[src/rtl/scalar_mult_controller.sv]
// Double-and-add sequencer for Q = k*P: seeds Q from P through the RAM transfer
// unit, then steps the point-doubling and point-addition controllers bit by bit.
//
// state     | meaning
// ----------+--------------------------------------------------------------
// IDLE      | waiting for start
// SCAN      | searching k_reg for its leading one, one bit per cycle
// CP0..CP3  | copying P.x / P.y into Q.x / Q.y via the scratch inner slot
// STEP      | move to the next lower bit, or finish at bit 0
// DBL_ISSUE | request Q <- 2Q
// DBL_WAIT  | waiting for the doubling to complete
// ADD_ISSUE | request Q <- P+Q
// ADD_WAIT  | waiting for the addition to complete
// DONE      | completion pulse; busy drops on the following cycle
module scalar_mult_controller #(
    parameter int KEY_W = 163
) (
    input  logic             i_clk,
    input  logic             i_rst,
    input  logic             i_start,
    input  logic [KEY_W-1:0] i_scalar,
    input  logic             i_interupt_add,
    input  logic             i_interupt_dbl,
    input  logic             i_interupt_transfer,
    output logic [1:0]       o_command,
    output logic             o_command_transfer,
    output logic             o_read_write_command,
    output logic [5:0]       o_read_address,
    output logic [5:0]       o_write_address,
    output logic             o_busy,
    output logic             o_interupt,
    output logic             o_point_at_infinity
);

    localparam int IDX_W = (KEY_W > 1) ? $clog2(KEY_W) : 1;
    localparam logic [IDX_W-1:0] IDX_MAX = IDX_W'(KEY_W - 1);

    localparam logic [5:0] ADDR_PX  = 6'h03;
    localparam logic [5:0] ADDR_PY  = 6'h06;
    localparam logic [5:0] ADDR_QX  = 6'h21;
    localparam logic [5:0] ADDR_QY  = 6'h27;
    localparam logic [5:0] ADDR_SCR = 6'b001_010;

    localparam logic [1:0] CMD_NONE = 2'h0;
    localparam logic [1:0] CMD_ADD  = 2'h1;
    localparam logic [1:0] CMD_DBL  = 2'h2;

    typedef enum logic [3:0] {
        S_IDLE,
        S_SCAN,
        S_CP0,
        S_CP1,
        S_CP2,
        S_CP3,
        S_STEP,
        S_DBL_ISSUE,
        S_DBL_WAIT,
        S_ADD_ISSUE,
        S_ADD_WAIT,
        S_DONE
    } state_t;

    state_t           r_state;
    logic [KEY_W-1:0] r_k;
    logic [IDX_W-1:0] r_idx;
    logic             r_issued;
    logic [1:0]       r_command;
    logic             r_cmd_xfer;
    logic             r_rw;
    logic [5:0]       r_raddr;
    logic [5:0]       r_waddr;
    logic             r_busy;
    logic             r_interupt;
    logic             r_pai;

    always_ff @(posedge i_clk) begin
        if (i_rst) begin
            r_state    <= S_IDLE;
            r_k        <= '0;
            r_idx      <= '0;
            r_issued   <= 1'b0;
            r_command  <= CMD_NONE;
            r_cmd_xfer <= 1'b0;
            r_rw       <= 1'b0;
            r_raddr    <= 6'h0;
            r_waddr    <= 6'h0;
            r_busy     <= 1'b0;
            r_interupt <= 1'b0;
            r_pai      <= 1'b0;
        end else begin
            r_command  <= CMD_NONE;
            r_cmd_xfer <= 1'b0;
            r_interupt <= 1'b0;
            case (r_state)
                S_IDLE: begin
                    if (i_start) begin
                        r_k     <= i_scalar;
                        r_idx   <= IDX_MAX;
                        r_busy  <= 1'b1;
                        r_pai   <= 1'b0;
                        r_state <= S_SCAN;
                    end
                end
                S_SCAN: begin
                    if (r_k[r_idx]) begin
                        r_issued <= 1'b0;
                        r_rw     <= 1'b0;
                        r_raddr  <= ADDR_PX;
                        r_waddr  <= ADDR_SCR;
                        r_state  <= S_CP0;
                    end else if (r_idx == '0) begin
                        r_pai      <= 1'b1;
                        r_interupt <= 1'b1;
                        r_state    <= S_DONE;
                    end else begin
                        r_idx <= r_idx - 1'b1;
                    end
                end
                S_CP0, S_CP1, S_CP2, S_CP3: begin
                    // A completion seen while the request pulse is still out belongs
                    // to an earlier transfer, so it is not taken.
                    if (!r_issued) begin
                        r_cmd_xfer <= 1'b1;
                        r_issued   <= 1'b1;
                    end else if (!r_cmd_xfer && i_interupt_transfer) begin
                        r_issued <= 1'b0;
                        case (r_state)
                            S_CP0: begin
                                r_rw    <= 1'b1;
                                r_raddr <= ADDR_SCR;
                                r_waddr <= ADDR_QX;
                                r_state <= S_CP1;
                            end
                            S_CP1: begin
                                r_rw    <= 1'b0;
                                r_raddr <= ADDR_PY;
                                r_waddr <= ADDR_SCR;
                                r_state <= S_CP2;
                            end
                            S_CP2: begin
                                r_rw    <= 1'b1;
                                r_raddr <= ADDR_SCR;
                                r_waddr <= ADDR_QY;
                                r_state <= S_CP3;
                            end
                            default: r_state <= S_STEP;
                        endcase
                    end
                end
                S_STEP: begin
                    if (r_idx == '0) begin
                        r_interupt <= 1'b1;
                        r_state    <= S_DONE;
                    end else begin
                        r_idx   <= r_idx - 1'b1;
                        r_state <= S_DBL_ISSUE;
                    end
                end
                S_DBL_ISSUE: begin
                    r_command <= CMD_DBL;
                    r_state   <= S_DBL_WAIT;
                end
                S_DBL_WAIT: begin
                    if (r_command == CMD_NONE && i_interupt_dbl)
                        r_state <= r_k[r_idx] ? S_ADD_ISSUE : S_STEP;
                end
                S_ADD_ISSUE: begin
                    r_command <= CMD_ADD;
                    r_state   <= S_ADD_WAIT;
                end
                S_ADD_WAIT: begin
                    if (r_command == CMD_NONE && i_interupt_add)
                        r_state <= S_STEP;
                end
                S_DONE: begin
                    r_busy  <= 1'b0;
                    r_state <= S_IDLE;
                end
                default: r_state <= S_IDLE;
            endcase
        end
    end

    assign o_command            = r_command;
    assign o_command_transfer   = r_cmd_xfer;
    assign o_read_write_command = r_rw;
    assign o_read_address       = r_raddr;
    assign o_write_address      = r_waddr;
    assign o_busy               = r_busy;
    assign o_interupt           = r_interupt;
    assign o_point_at_infinity  = r_pai;

endmodule

[config.mk]
export PLATFORM = sky130hd
export DESIGN_NAME = scalar_mult_controller
export DESIGN_NICKNAME = d
export VERILOG_FILES = /design/src/rtl/scalar_mult_controller.sv
export SDC_FILE = /design/constraint.sdc
export NUM_CORES = 1
export LEC_CHECK = 0
export ABC_AREA = 1
export CORE_MARGIN = 1
export CORE_UTILIZATION = 30
export CTS_BUF_LIST = sky130_fd_sc_hd__clkbuf_8
export CTS_CLUSTER_SIZE = 24
export DETAILED_ROUTE_END_ITERATION = 7
export SYNTH_ARGS = -nofsm -noshare
export SYNTH_HDL_FRONTEND = slang
export SYNTH_SLANG_ARGS = --single-unit
[constraint.sdc]
create_clock -name i_clk -period 2.1 [get_ports i_clk]
set_input_delay 0.525 -clock i_clk [delete_from_list [all_inputs] [get_ports i_clk]]
set_output_delay 0.525 -clock i_clk [all_outputs]
set_load 0.01 [all_outputs]
==> results of run 1 <==
cells in the final DEF (no fill, tap or decap), drive strengths merged, types with 26 or more instances in the layout:
master         instances
clkdlybuf4s50        182
a21oi                202
nor2                  51
buf                   56
nand3                157
dfxtp                190
inv                  151
nand2                269
o21ai                123
o211ai                26
path summary, 6_finish.rpt:
path | slack [ns] | end | start
worst max-delay path | -0.04 | r_idx[2]$_SDFFE_PP0P_ | r_idx[0]$_SDFFE_PP0P_
worst max register to register | -0.04 | r_idx[2]$_SDFFE_PP0P_ | r_idx[0]$_SDFFE_PP0P_
worst min register to register | 0.46 | o_point_at_infinity$_SDFFE_PP0P_ | o_point_at_infinity$_SDFFE_PP0P_
worst min-delay path | 0.41 | r_k[66]$_SDFFE_PP0P_ | i_start
cells by family after synthesis:
kind of cell / count (synthesis) / share of synthesized area (%)
and+or+nand+nor: 492 / 23.7
AOI/OAI and AO/OA: 356 / 21.0
buffers and inverters: 247 / 11.7
DFF: 190 / 42.9
xor gates and xnor gates: 4 / 0.396
adders and majority gates: 2 / 0.282
other: 1 / 0.0423
layout make-up:
| type | instances | area [µm²] | area share, % |
|---|---|---|---|
| multi-input cells | 858 | 4200 | 35.1 |
| flip-flops and latches | 190 | 3810 | 31.8 |
| repair buffers | 239 | 2510 | 21.0 |
| inverters | 146 | 554 | 4.63 |
| well taps | 384 | 480 | 4.01 |
| clock buffers | 18 | 248 | 2.07 |
| clock inverters | 14 | 173 | 1.44 |
where the power goes:
part	switching [µW]	internal, µW
Combinational	5110	3180
Sequential	487	4790
Clock	1460	1130
sequential cells by signal (all words and copies together) (netlist names), 2 cells and up:
register and flops:
r_state 4, o_read_address 3, o_write_address 4, r_k 163, r_idx 8, o_command 2
worst max-delay path, cell delays in order (launching register included):
cell and delay (ns):
dfxtp_4 0.47, inv_6 0.07, buf_4 0.15, buf_4 0.16, ha_1 0.20, nand3_1 0.15, inv_1 0.13, o21ai_2 0.29
buf_4 0.21, nand4_1 0.10, a21oi_1 0.14
stage by stage:
stage	worst slack, ns	instance area [µm²]	cells
after floorplan	0.142	8860	1294
after global placement	-0.166	11200	1809
after detailed placement	-0.189	11200	1809
after CTS	-0.0135	11800	1848
after global routing	-0.196	12000	1849
final	-0.0380	12000	1849
layer usage:
layer	share of wire, %	GRT usage, %
met5	0	0
met4	1.7	6.03
met3	5.7	3.09
met2	43	28.0
met1	50	27.1
timing repair:
item	4_1_cts	5_1_grt
setup endpoints to repair	22	23
gates resized for setup	27	26
pin swaps	4	9
cloned	4	1
setup buffers	3	0
==> metrics.txt, run 1 <==
status=finished, violations left; failing checks=negative setup slack; yosys warns=0; Max-slew headroom=58.4%; Detail Route Antenna Nets=0; Yosys top cell by area=dfxtp_1; Min Hold Slack=approximately 0.4 ns; vias in the first global route=8,374; via-per-instance ratio=around 4.8; Final Slew Violations=0; cells after synthesis=roughly 1,300; Period Utilization, post-route=102%; largest net degree at the start of global routing=104; reg2reg path depth=10; gpl congestion=0.831; largest cells by area after synthesis=dfxtp_1, a21oi_1, nand2_1; flops & latches, synth=190; Worst Slack Setup Final=-0.0380 ns; worst slew pin tran=around 0.62 ns; share of the synthesized area in the top cell type=between 40% and 50%; cts hold-fix bufs=0; CP endpoint kind=register; register area share after synthesis=between 40 and 50%; die area=30,200 µm²; final hold vios=0; die height=~170 µm; clock skew=around 0.017 ns; first-pass GRT wire length=approximately 45,000 µm; drt first-iter violations=between 600 and 700; CTS tree=built; pwr dens=approximately 1300 nW/µm²; post-synthesis cell type count=31; total grt overflow=0; htree depth=4; post-DP HPWL=between 15,000 and 20,000 µm; layout cells sized above 1=under 10%; clk buf depth=2; Leak=roughly 0.0048 µW; fmax=around 0.47 GHz; Layout Utilization=41.5%; num rows=62; top-count cell post-synth=nand2_1; setup total negative slack=-0.213 ns; area grow syn2layout=35.2%; setup violators final=9; Crit path arrival time=2.54 ns; Post-Syn Area=around 8900 µm²; via count of the routed design=approximately 8,900; clock sink total=190; IO Port Bufs=~180; critical path class=register to register; Routed WL=about 28,000 µm; Hold WC Path Type=input port to register; number of synthesized flops with an enable pin=0; CTS Buf Count=17; Post-synth top flop=dfxtp_1; Peak VDD IR=approximately 840 µV; WHS Path Cells=3; initial antenna violation count=0; first-pass iteration count of the detailed router=5; Avg WL per Cell=between 15 and 20 µm; final-layout fill cell count=between 3,000 and 4,000; Starting Density=30.7%; overall power=around 16,000 µW; Max-Cap Viols=0; commonest cells in the netlist=nand2_1, a21oi_1, dfxtp_1; gr usage total=about a fifth; element type at the critical path start=register; clock slew at reported path FFs=around 0.1 ns; Core Region=28,900 µm²; RSZ-0062 raised after global routing=true; ys async rst share=0%; Avg Cell Area, Syn=just under 7 µm²; Skew-Pair Late Insertion Delay=between 0.4 and 0.5 ns; critical-path maximum fanout=6; cell at the root of the clock tree=clkbuf_8; Period minus WS final=2.14 ns; Post-route DRC=0; I/O pin total=between 150 and 200; Layout Nets=1,623; Req. time, crit path=about 2.5 ns; number of diodes=0; Die Wd=174 µm
No activity file was read; power rests on OpenSTA's default activity.
==> inputs of run 2 (changes only) <==
Settings changed: CORE_UTILIZATION 30 to 57, PLACE_DENSITY set to 0.88.
Clock period 2.1 ns to 2.5 ns, I/O delays scaled along.
==> run 2 against run 1 <==
Compared with the run above:
- the flow now finishes without violations
- power decreased by 21%
- largest power group unchanged
- largest cell class unchanged
- worst setup slack improved by 0.23 ns
- flip-flop and latch count unchanged
- wire length decreased by 14%
- count of clock-buffer cells in the layout decreased by 1
- via count increased by 0.99%
==> metrics.txt, run 2 (synthesis results as in run 1) <==
status=completed; htree depth=4; Max-slew headroom=53.3%; Met3 Wirelength=between 1500 and 2000 µm; clock skew=about 0.01 ns; Skew-Pair Late Insertion Delay=about 0.47 ns; cts hold-fix bufs=0; Reg with most FFs=r_k; first-pass GRT wire length=between 30,000 and 40,000 µm; die height=roughly 130 µm; I/O pin total=around 190; max FFs per register=around 160; clk buf depth=2; Hold WC Path Type=register to register; final hold vios=0; Layout Nets=between 1,500 and 2,000; clock slew at reported path FFs=roughly 0.09 ns; Peak VDD IR=roughly 640 µV; final-layout fill cell count=1,215; Area after DPL=roughly 11,000 µm²; uppermost routed layer=met4; drt first-iter violations=a little under 1,000; area grow syn2layout=27.2%; Die Wd=roughly 130 µm; element type at the critical path start=register; clock sink total=190; CTS tree=built; number of diodes=0; gr usage total=between 30% and 40%; IO Port Bufs=184; CP endpoint kind=register; Period Utilization, post-route=~90%; met2 WL=11,100 µm; gpl congestion=between 0.9 and 1; Starting Density=58.3%; layout cells sized above 1=under 10%; Detail Route Antenna Nets=0; largest net degree at the start of global routing=approximately 110; critical-path maximum fanout=7; design area=roughly 11,000 µm²; Req. time, crit path=between 2 and 3 ns; fmax=roughly 0.43 GHz; post-DP HPWL=between 15,000 and 20,000 µm; area of the multi-input gates=slightly above 4000 µm²; CTS Buf Count=17; Post-route DRC=0; Crit path arrival time=roughly 2.7 ns; via count of the routed design=roughly 9,000; metal1 wirelength=10,800 µm; initial antenna violation count=0; total grt overflow=0; commonest cells after routing, fill and taps aside=nand2_1, a21oi_1, dfxtp_1; cell at the root of the clock tree=clkbuf_8; critical path class=register to register; num rows=45; Leak=approximately 0.0046 µW; pwr dens=1130 nW/µm²; post-CTS setup buffer count=0; commonest non-fill, non-tap cell in the layout=nand2_1; die area=between 15,000 and 20,000 µm²; setup violators final=0; Final Slew Violations=0; Core Region=~15,000 µm²; largest registers=r_k x163, r_idx x8; Reg area=about 3800 µm²; Min Hold Slack=0.458 ns; vias in the first global route=7,957; Period minus WS final=between 2 and 2.5 ns; via-per-instance ratio=between 5 and 6; first-pass iteration count of the detailed router=5; worst slew pin tran=~0.70 ns; Avg WL per Cell=~15 µm; Max-Cap Viols=0; Routed WL=about 24,000 µm
run 2: report_power, final:
group | total, µW | internal, µW | switching [µW]
combinational | 6170 | 2240 | 3930
clock | 2190 | 1080 | 1100
sequential | 4410 | 4020 | 392
run 2: worst paths after layout:
check	from	endpoint	slack (ns)	cells after the start
worst max-delay path	r_idx[2]$_SDFFE_PP0P_	o_read_address[2]$_SDFFE_PP0P_	0.20	16
worst min-delay path	r_k[31]$_SDFFE_PP0P_	r_k[31]$_SDFFE_PP0P_	0.46	2
worst max register to register	r_idx[2]$_SDFFE_PP0P_	o_read_address[2]$_SDFFE_PP0P_	0.20	16
worst min register to register	r_k[31]$_SDFFE_PP0P_	r_k[31]$_SDFFE_PP0P_	0.46	2
run 2: worst max-delay path, cell delays in order (launching register included):
cell     delay, ns
dfxtp_1       0.33
nor2_1        0.29
buf_4         0.22
inv_1         0.10
a21oi_1       0.16
nor2_1        0.06
nand2_1       0.09
nand3_1       0.09
nand2_1       0.10
nand2_1       0.09
nand3_1       0.16
nand2_4       0.11
nand2_2       0.13
nand2_2       0.11
nand2_1       0.08
nand2_1       0.05
nor2_1        0.08
run 2: layout make-up:
type	count	share of cell area (%)
clock buffer	17	2.08
sequential	190	33.8
timing repair buffer	215	19.5
inverter	146	4.89
clock inverter	15	1.74
multi-input combinational	857	35.9
tap	188	2.09
run 2: per-layer routing:
layer	global-route usage [%]	up-vias
li1	-	4491
met1	42.3	4088
met2	47.3	387
met3	4.81	36
met4	9.52	0
met5	0	-
run 2: through the flow:
stage                     setup TNS, ns  std cells  setup WS, ns  power, µW  util [%]
after floorplan                       0       1294         0.542       8740         -
after global placement                0       1596         0.257      10300      71.1
after detailed placement              0       1596         0.206      10500      71.1
after CTS                             0       1628         0.183      12700      74.0
after global routing           -0.00699       1628      -0.00366      13700      74.1
final                                 0       1628         0.196      12800      74.1
run 2: repair_timing:
item	CTS	global route
endpoints found under the setup margin	0	12
endpoints found under the hold margin	0	0
resized for setup	0	7
